File: config.mk
export PLATFORM = sky130hd
export DESIGN_NAME = fifo_frame_reader
export DESIGN_NICKNAME = d
export VERILOG_FILES = /design/src/rtl/fifo_frame_pkg.sv /design/src/rtl/fifo_frame_reader_stream_skid2.sv /design/src/rtl/fifo_frame_reader.sv
export SDC_FILE = /design/constraint.sdc
export NUM_CORES = 1
export LEC_CHECK = 0
export CAP_MARGIN = 5
export CORE_ASPECT_RATIO = 2
export CORE_UTILIZATION = 55
export CTS_BUF_LIST = sky130_fd_sc_hd__clkbuf_8
export CTS_CLUSTER_SIZE = 12
export DETAILED_ROUTE_END_ITERATION = 16
export GPL_TIMING_DRIVEN = 0
export PLACE_DENSITY = 0.9
export REMOVE_ABC_BUFFERS = 1
export SYNTH_ARGS = -nofsm -noshare
export SYNTH_HDL_FRONTEND = slang
export SYNTH_SLANG_ARGS = --single-unit
File: constraint.sdc
create_clock -name clk -period 8.2 [get_ports clk]
set_clock_uncertainty 0.15 [all_clocks]
set_input_delay 1.64 -clock clk [delete_from_list [all_inputs] [get_ports clk]]
set_output_delay 1.64 -clock clk [all_outputs]
set_load 0.01 [all_outputs]
File: src/rtl/fifo_frame_pkg.sv
// Shared types and constants for the audio FIFO frame reader.
// Holds the reader FSM state type, default sizes and a clog2 helper.
package fifo_frame_pkg;

  typedef enum logic [1:0] {
    ARM   = 2'd0,
    BURST = 2'd1,
    FLUSH = 2'd2
  } state_e;

  localparam int SAMPLE_W      = 16;
  localparam int FRAME_LEN_DEF = 512;

  function automatic int clog2_f(input int value);
    int r;
    r = 0;
    for (int i = 0; i < 31; i++) begin
      if ((1 << i) < value) r = i + 1;
    end
    return r;
  endfunction

endpackage

File: src/rtl/fifo_frame_reader_stream_skid2.sv
// stream_skid2: 2-entry valid/ready holding buffer with registered outputs.
// The caller guarantees it never pushes into a full buffer without a pop.
module stream_skid2 #(
  parameter int WIDTH = 17
) (
  input  logic             clk,
  input  logic             rst,
  input  logic             i_push,
  input  logic [WIDTH-1:0] i_push_data,
  input  logic             i_m_ready,
  output logic             o_m_valid,
  output logic [WIDTH-1:0] o_m_data,
  output logic [1:0]       o_count
);

  logic [WIDTH-1:0] r_mem [2];
  logic             r_wr_ptr;
  logic             r_rd_ptr;
  logic [1:0]       r_count;
  logic             w_pop;

  assign w_pop     = (r_count != 2'd0) && i_m_ready;
  assign o_m_valid = (r_count != 2'd0);
  assign o_m_data  = r_mem[r_rd_ptr];
  assign o_count   = r_count;

  for (genvar gi = 0; gi < 2; gi++) begin : g_entry
    always_ff @(posedge clk) begin
      if (rst) begin
        r_mem[gi] <= '0;
      end else if (i_push && (r_wr_ptr == 1'(gi))) begin
        r_mem[gi] <= i_push_data;
      end
    end
  end

  // Head slot only moves on a pop, so the output holds while stalled.
  always_ff @(posedge clk) begin
    if (rst) begin
      r_wr_ptr <= 1'b0;
      r_rd_ptr <= 1'b0;
      r_count  <= 2'd0;
    end else begin
      r_wr_ptr <= r_wr_ptr ^ i_push;
      r_rd_ptr <= r_rd_ptr ^ w_pop;
      r_count  <= r_count + {1'b0, i_push} - {1'b0, w_pop};
    end
  end

endmodule

File: src/rtl/fifo_frame_reader.sv
// Drains one FRAME_LEN-sample frame from the audio FIFO into a valid/ready stream.
// Optional statistics outputs are enabled with FIFO_FRAME_READER_STATS_EN.
module fifo_frame_reader
  import fifo_frame_pkg::*;
#(
  parameter int DATA_WIDTH = SAMPLE_W,
  parameter int FRAME_LEN  = FRAME_LEN_DEF
) (
  input  logic                  clk,
  input  logic                  rst,
  output logic                  fifo_rd_en,
  input  logic [DATA_WIDTH-1:0] fifo_rd_data,
  input  logic                  fifo_rd_empty,
  input  logic                  fifo_almost_empty,
  output logic [DATA_WIDTH-1:0] m_data,
  output logic                  m_valid,
  input  logic                  m_ready,
  output logic                  m_last,
  output logic                  busy,
  output logic                  underrun
`ifdef FIFO_FRAME_READER_STATS_EN
  ,
  output logic [15:0]           frame_cnt,
  output logic [15:0]           underrun_cnt
`endif
);

  localparam int             IDX_W     = clog2_f(FRAME_LEN);
  localparam logic [IDX_W:0] LAST_IDX  = (IDX_W+1)'(FRAME_LEN - 1);
  localparam logic [IDX_W:0] FRAME_CNT = (IDX_W+1)'(FRAME_LEN);

  state_e              r_state;
  state_e              w_state_next;
  logic [IDX_W:0]      r_issued;
  logic [IDX_W:0]      r_push_idx;
  logic                r_inflight;
  logic                r_underrun;
  logic [1:0]          w_held;
  logic [2:0]          w_occ_after;
  logic                w_pop;
  logic                w_issue;
  logic                w_push_last;
  logic                w_underrun_cond;
  logic [DATA_WIDTH:0] w_skid_out;

  assign w_pop       = m_valid && m_ready;
  // Occupancy counts reads still in flight so the buffer can never overflow.
  assign w_occ_after = 3'(w_held) + 3'(r_inflight) - 3'(w_pop);
  assign w_issue     = !rst && (r_state == BURST) && !fifo_rd_empty &&
                       (r_issued < FRAME_CNT) && (w_occ_after < 3'd2);
  assign w_underrun_cond = (r_state == BURST) && (r_issued < FRAME_CNT) && fifo_rd_empty;
  assign w_push_last = (r_push_idx == LAST_IDX);

  assign fifo_rd_en = w_issue;
  assign busy       = (r_state != ARM);
  assign underrun   = r_underrun;
  assign m_data     = w_skid_out[DATA_WIDTH-1:0];
  assign m_last     = m_valid && w_skid_out[DATA_WIDTH];

  always_comb begin
    w_state_next = r_state;
    case (r_state)
      ARM:     if (!fifo_almost_empty) w_state_next = BURST;
      BURST:   if (w_issue && (r_issued == LAST_IDX)) w_state_next = FLUSH;
      FLUSH:   if ((w_held == 2'd0) && !r_inflight) w_state_next = ARM;
      default: w_state_next = ARM;
    endcase
  end

  always_ff @(posedge clk) begin
    if (rst) begin
      r_state    <= ARM;
      r_issued   <= '0;
      r_push_idx <= '0;
      r_inflight <= 1'b0;
      r_underrun <= 1'b0;
    end else begin
      r_state    <= w_state_next;
      r_inflight <= w_issue;
      if (r_state == ARM) begin
        r_issued <= '0;
      end else if (w_issue) begin
        r_issued <= r_issued + (IDX_W+1)'(1);
      end
      if (r_inflight) begin
        r_push_idx <= w_push_last ? '0 : r_push_idx + (IDX_W+1)'(1);
      end
      if (w_underrun_cond) r_underrun <= 1'b1;
    end
  end

  stream_skid2 #(
    .WIDTH (DATA_WIDTH + 1)
  ) u_skid (
    .clk         (clk),
    .rst         (rst),
    .i_push      (r_inflight),
    .i_push_data ({w_push_last, fifo_rd_data}),
    .i_m_ready   (m_ready),
    .o_m_valid   (m_valid),
    .o_m_data    (w_skid_out),
    .o_count     (w_held)
  );

`ifdef FIFO_FRAME_READER_STATS_EN
  logic [15:0] r_frame_cnt;
  logic [15:0] r_underrun_cnt;
  logic        r_uflow_prev;

  // One count per underrun episode: only the first empty cycle of a run counts.
  always_ff @(posedge clk) begin
    if (rst) begin
      r_frame_cnt    <= 16'd0;
      r_underrun_cnt <= 16'd0;
      r_uflow_prev   <= 1'b0;
    end else begin
      r_uflow_prev <= w_underrun_cond;
      if (w_pop && m_last) r_frame_cnt <= r_frame_cnt + 16'd1;
      if (w_underrun_cond && !r_uflow_prev && (r_underrun_cnt != 16'hFFFF)) begin
        r_underrun_cnt <= r_underrun_cnt + 16'd1;
      end
    end
  end

  assign frame_cnt    = r_frame_cnt;
  assign underrun_cnt = r_underrun_cnt;
`endif

endmodule
## Yosys cells after proc, flatten, opt, wreduce, memory -nomap -nowiden

Memory sizes are Yosys's and may differ from the RTL's. A register that Yosys moved wholly into a read port is not among the register bits.
Index checks and enable logic that the tools add are counted.

| operators by class | value |
|---|---|
| shifts and indexed selects | 0 |
| multipliers | 0 |
| reductions and logical operators | 21 |
| add/subtract/negate cells | 6 |
| bitwise logic cells | 5 |
| mux-type cells | 16 |
| order comparisons | 2 |
| divide/modulo/power cells | 0 |
| equal/unequal tests | 7 |

Operators by type and width:

| operator | count |
|---|---|
| 17-bit 2-to-1 mux | 2 |
| 10-bit by 1-bit adder with 10-bit output (second input constant) | 2 |
| 10-bit by 9-bit equality test with 1-bit output (second input constant) | 2 |
| 1-bit logical AND | 12 |
| 10-bit < comparator (second input constant) | 1 |
| 10-bit 2-to-1 mux | 1 |
| 1-bit 2-to-1 mux | 9 |
| 2-bit 2-to-1 mux | 3 |
| 2-bit one-hot mux with 3 select lines | 1 |
| 2-bit zero test | 2 |
| 2-bit != test (second input constant) | 2 |
| 2-bit nonzero test | 2 |
| 2-bit by 1-bit adder with 3-bit output | 1 |
| 1-bit zero test | 3 |
| 3-bit by 2-bit < comparator with 1-bit output (second input constant) | 1 |
| 3-bit AND reduction | 1 |
| 3-bit by 1-bit subtractor with 3-bit output | 1 |
| 2-bit by 1-bit adder with 2-bit output | 1 |
| 2-bit by 1-bit equality test with 1-bit output (second input constant) | 1 |
| 2-bit equality test (second input constant) | 1 |
| 2-bit by 1-bit != test with 1-bit output (second input constant) | 1 |
| 1-bit OR | 2 |
| 2-bit OR reduction | 1 |
| 2-bit by 1-bit subtractor with 2-bit output | 1 |
| other kinds (2) | 3 |

| word-level totals | value |
|---|---|
| output and inout port bits | 21 |
| register bits | 28 |
| memory bits (writable) | 34 |
| bits in latches | 0 |
| logic and storage cells | 66 |
| input bits | 21 |
| bits in read-only memories | 0 |
| memories | 1 |

Memory list:

| memory | depth | bits a word | read ports | clocked after memory_dff | write ports | RTL line | text |
|---|---|---|---|---|---|---|---|
| u_skid.r_mem | 2 | 17 | 1 | 1 | 2 | fifo_frame_reader_stream_skid2.sv:16 | `logic [WIDTH-1:0] r_mem [2];` |

## Longest topological paths before layout

| depth | value |
|---|---|
| word-level depth | 8 |
| mapped depth | 10 |
| gate-level depth less buffers | 10 |

## Modules after synthesis

From an unflattened synthesis, not the netlist that was laid out.

| second synthesis, totals | value |
|---|---|
| cells, all modules | 246 |
| area, all modules | 2902.8 um2 |

Modules (own cells, without submodules):

| module | area an instance (um2) | cells an instance | instances | seq. area each (um2) |
|---|---|---|---|---|
| stream_skid2 | 1750.4 | 113 | 1 | 1101.1 |
| fifo_frame_reader | 1152.4 | 133 | 1 | 480.5 |

## Worst setup path before layout

No wires, ideal clock.

| timing | value |
|---|---|
| kind | input-to-output |
| from | input m_ready |
| to | output fifo_rd_en |
| arrival | 3.091 ns |
| path slack | 3.319 ns |
| cell stages on the path | 7 |
| path buffers | 0 |
| data required time | 6.410 ns |
| cell sequence | and2_1 -> ha_1 -> inv_1 -> ha_1 -> fa_1 -> xor2_2 -> and3_2 |

| on the way | value |
|---|---|
| cells in the longest elaborated chain, start to end | 4 |

Ends and longest elaborated chain:

| what | RTL line | text |
|---|---|---|
| start, declared | fifo_frame_reader.sv:17 | `input logic m_ready,` |
| 1-bit logical AND | fifo_frame_reader.sv:46 | `assign w_pop = m_valid && m_ready;` |
| 3-bit by 1-bit subtractor with 3-bit output | fifo_frame_reader.sv:48 | `assign w_occ_after = 3'(w_held) + 3'(r_inflight) - 3'(w_pop);` |
| 3-bit by 2-bit < comparator with 1-bit output | fifo_frame_reader.sv:50 | `(r_issued < FRAME_CNT) && (w_occ_after < 3'd2);` |
| 1-bit logical AND | fifo_frame_reader.sv:50 |  |
| end, declared | fifo_frame_reader.sv:11 | `output logic fifo_rd_en,` |

No other way between the ends.

## Final worst setup path

Ends and elaborated chain as after synthesis.

==> metrics.md <==
| Metric | Value |
|---|---|
| Post-synth EDFFs | 34 |
| Tot Pwr | between 800 and 900 uW |
| Final instance area | 3433 sq um |
| Max-cap violations | 0 |
| Cts bufs inserted | 9 |
| Register area share after synthesis | around 57% |
| CP endpoint kind | output pin |
| Area contributors post-synth | edfxtp_1 (37%), dfxtp_1 (20%), and2_1 (7.7%) |
| CP delay by family, top | buffers and inverters |
| Asr flop ratio synth | 0% |
| Reg clk slew, reported paths | roughly 0.060 ns |
| Max Clock Freq | 168.6 MHz |
| Pre-CTS setup slack | 2.277 ns |
| Final TNS setup | 0 ns |
| Clock Tree Buf Depth | 2 |
| CP max stage cell | clkdlybuf4s50_1 |
| CTS tree | yes |
| Type of the worst min-delay path | flop to flop |
| Min Tclk post-route | approximately 5.9 ns |
| Nets@finish | about 310 |
| Antenna-violating nets left | 0 |
| DR vias | about 1900 |
| Final setup violation count | 0 |
| RSZ-0062 raised after global routing | no |
| Critical path startpoint | m_ready |
| Hold Fails Final Rpt | 0 |
| Switching pwr | between 200 and 250 uW |
| Die Width | between 50 and 60 microns |
| # H-tree levels | 3 |
| FF+latch area | 1582 sq um |
| Global placement routability congestion | 0.8055 |
| Commonest cells in the synthesized netlist | and2_1 (34), edfxtp_1 (34), dfxtp_1 (28), nor2_1 (22), mux2_2 (16) |
| # rows | 36 |
| Worst setup SP type | input pin |
| Clk root buf | clkbuf_8 |
| # fillers | approximately 330 |
| Drt wl/cell | 14.83 microns |
| PD cells | approximately 250 nW/um^2 |
| DR vias/cell | 5.405 |
| Flop pwr share | a little over two fifths |
| Port buffer count | 41 |
| Top FF cell, synth | edfxtp_1 |
| WP data required | roughly 6.4 ns |
| Initial core utilization | between 50% and 60% |
| Multi-input gate area in the final layout | roughly 1100 sq um |
| Total clock sinks | 62 |
| Crit path cell chain | clkdlybuf4s50_1, and2_1, ha_1, inv_1, ha_1, fa_1, xor2_2, and3_2, clkdlybuf4s50_1 |
| Worst Hold Launch | underrun$_SDFFE_PP0P_ |
| Final worst setup slack | ~2.3 ns |
| DP HPWL | ~3600 microns |
| Combinational power share | 23.4% |
| Flops & latches, synth | a little over 60 |
| Drt pass-1 iters | 4 |
| Worst EP arrival | just over 4 ns |
| Switching Share | between 20% and 30% |
| GR Overflow Total | 0 |
| CP max stage delay | 0.52 ns |
| Share of the synthesized area in the top cell type | between 30% and 40% |
| Outcome | finished clean |
| Max-slew headroom | a little under a third |
| Number of global-route vias before repair | 1892 |
| Syn Inst Count | between 200 and 250 |
| Crit Reg-Reg Startpoint | u_skid.o_count[1]$_SDFF_PP0_ |
| Worst VDD drop | around 0.21 mV |
| Layout cell share with drive strength beyond 1 | between 10% and 20% |
| Final Slew Violations | 0 |
| Fin crit share | between 70% and 80% |
| Clock Power Share | 33.0% |
| LEAKAGE | 0.001269 uW |
| Overall routed net length | approximately 5100 microns |
| Total GRT Usage | about 21% |
| Yosys top cell by area | edfxtp_1 |
| Fin util | 70.58% |
| Initial drt markers | 39 |
| # IOs | 42 |
| WP buf/inv | 3 |
| Cell area after placement | about 3200 sq um |
| DIE AREA | 5337 sq um |
| Average size of a mapped cell | roughly 12 sq um |
| Post-cts resize count | 0 |
| CORE AREA | a little under 5000 sq um |
| Post-CTS Setup Inserts | 0 |
| Post-Synthesis Cell Area | around 2800 sq um |
| GR Util met3 | under 10% |
| DRC violations left | 0 |
| GR Util met2 | between 30% and 40% |
| Synth cell types | 38 |
| Yosys Warn Count | 0 |
| Global routing's busiest layer | met2 |
| Largest net degree at the start of global routing | 22 |
| First-pass GRT wire length | ~8200 microns |
| Met1 global-route usage | a little over a fifth |
| Die H | between 100 and 150 microns |
| CP Class | input pin to output pin |
| Antenna violations before repair | 0 |
| Crit Path Max Fanout | 6 |
| Slew @ Worst Pin | 1.024 ns |
| Diode count | 0 |
| Cts hold-fix bufs | 0 |
| Layout area overhead | 24.05% |
| Internal Pwr Total | 646.2 uW |
| Worst-Skew Late Latency | between 0.3 and 0.4 ns |
==> per-layer routing <==
metal	share of wire (%)	up-vias	routed length [microns]
li1	-	923	-
met1	41	901	2097
met2	54	38	2755
met3	3.3	8	169
met4	2.1	0	107
met5	0	-	0
==> layout make-up <==
type,count,area share [%]
tap,57,2.077
clock inverter,6,2.259
inverter,8,0.8746
timing repair buffer,41,11.95
clock buffer,10,4.009
multi-input combinational,162,32.76
sequential,62,46.06
==> logic make-up after synthesis <==
kind of cell	count (synthesis)	synth area share [%]
xor gates and xnor gates	13	4.385
buffers and inverters	16	2.215
and+or+nand+nor	105	21.65
DFF	62	57.14
adders and majority gates	7	3.436
muxes	18	7.233
AOI/OAI and AO/OA	19	3.933
==> power groups by stage <==
stage	combinational [uW]	clock [uW]	sequential, uW
floorplan	114	0	378
global placement	196	0	384
detailed placement	203	0	387
CTS	205	291	381
global route	222	302	384
finish	204	287	380
==> metrics by stage <==
stage / cells / hold slack, ns
after floorplan: 232 / 0.3087
after global placement: 330 / 0.3086
after detailed placement: 330 / 0.3127
after CTS: 346 / 0.3342
after global routing: 346 / 0.3673
final: 346 / 0.3291
==> worst paths after layout <==
check / cells after the start / to / slack, ns
setup / recovery: 9 / fifo_rd_en / 2.27
hold reg to reg: 2 / underrun$_SDFFE_PP0P_ / 0.33
setup reg to reg: 10 / r_issued[4]$_SDFFE_PP0P_ / 4.98
hold / removal: 2 / underrun$_SDFFE_PP0P_ / 0.33
==> worst reg2reg max path: stages (launching register included) <==
cell,delay [ns]
dfxtp_1,0.36
or2_2,0.35
and2_1,0.21
ha_1,0.29
inv_1,0.04
ha_1,0.19
fa_1,0.51
nor3_2,0.23
nand4_1,0.30
or3_1,0.39
a21oi_1,0.14
==> registers in the layout, summed over array words and instances (netlist names) <==
register / flops
u_skid.r_mem: 34
underrun: 1
r_push_idx: 10
r_inflight: 1
r_issued: 10
u_skid.o_count: 2
r_state: 2
u_skid.r_rd_ptr: 1
u_skid.r_wr_ptr: 1
==> cells in the final DEF (no fill, tap or decap), types with 2 or more instances in the layout <==
master	count
clkdlybuf4s50_1	41
nand2b_1	3
nand4_1	6
clkinv_2	2
or3_1	5
dfxtp_1	28
and2_1	34
xnor2_1	7
or2_2	4
nand3_1	7
a21oi_1	9
nor3_1	3
nand2_1	6
bufinv_16	2
nor2b_1	5
mux2i_1	2
inv_1	10
clkbuf_8	10
mux2_2	16
o21ai_0	6
and3_2	2
xor2_1	5
ha_1	6
nor2_1	22
edfxtp_1	34
(Power assumes the default switching activity.)
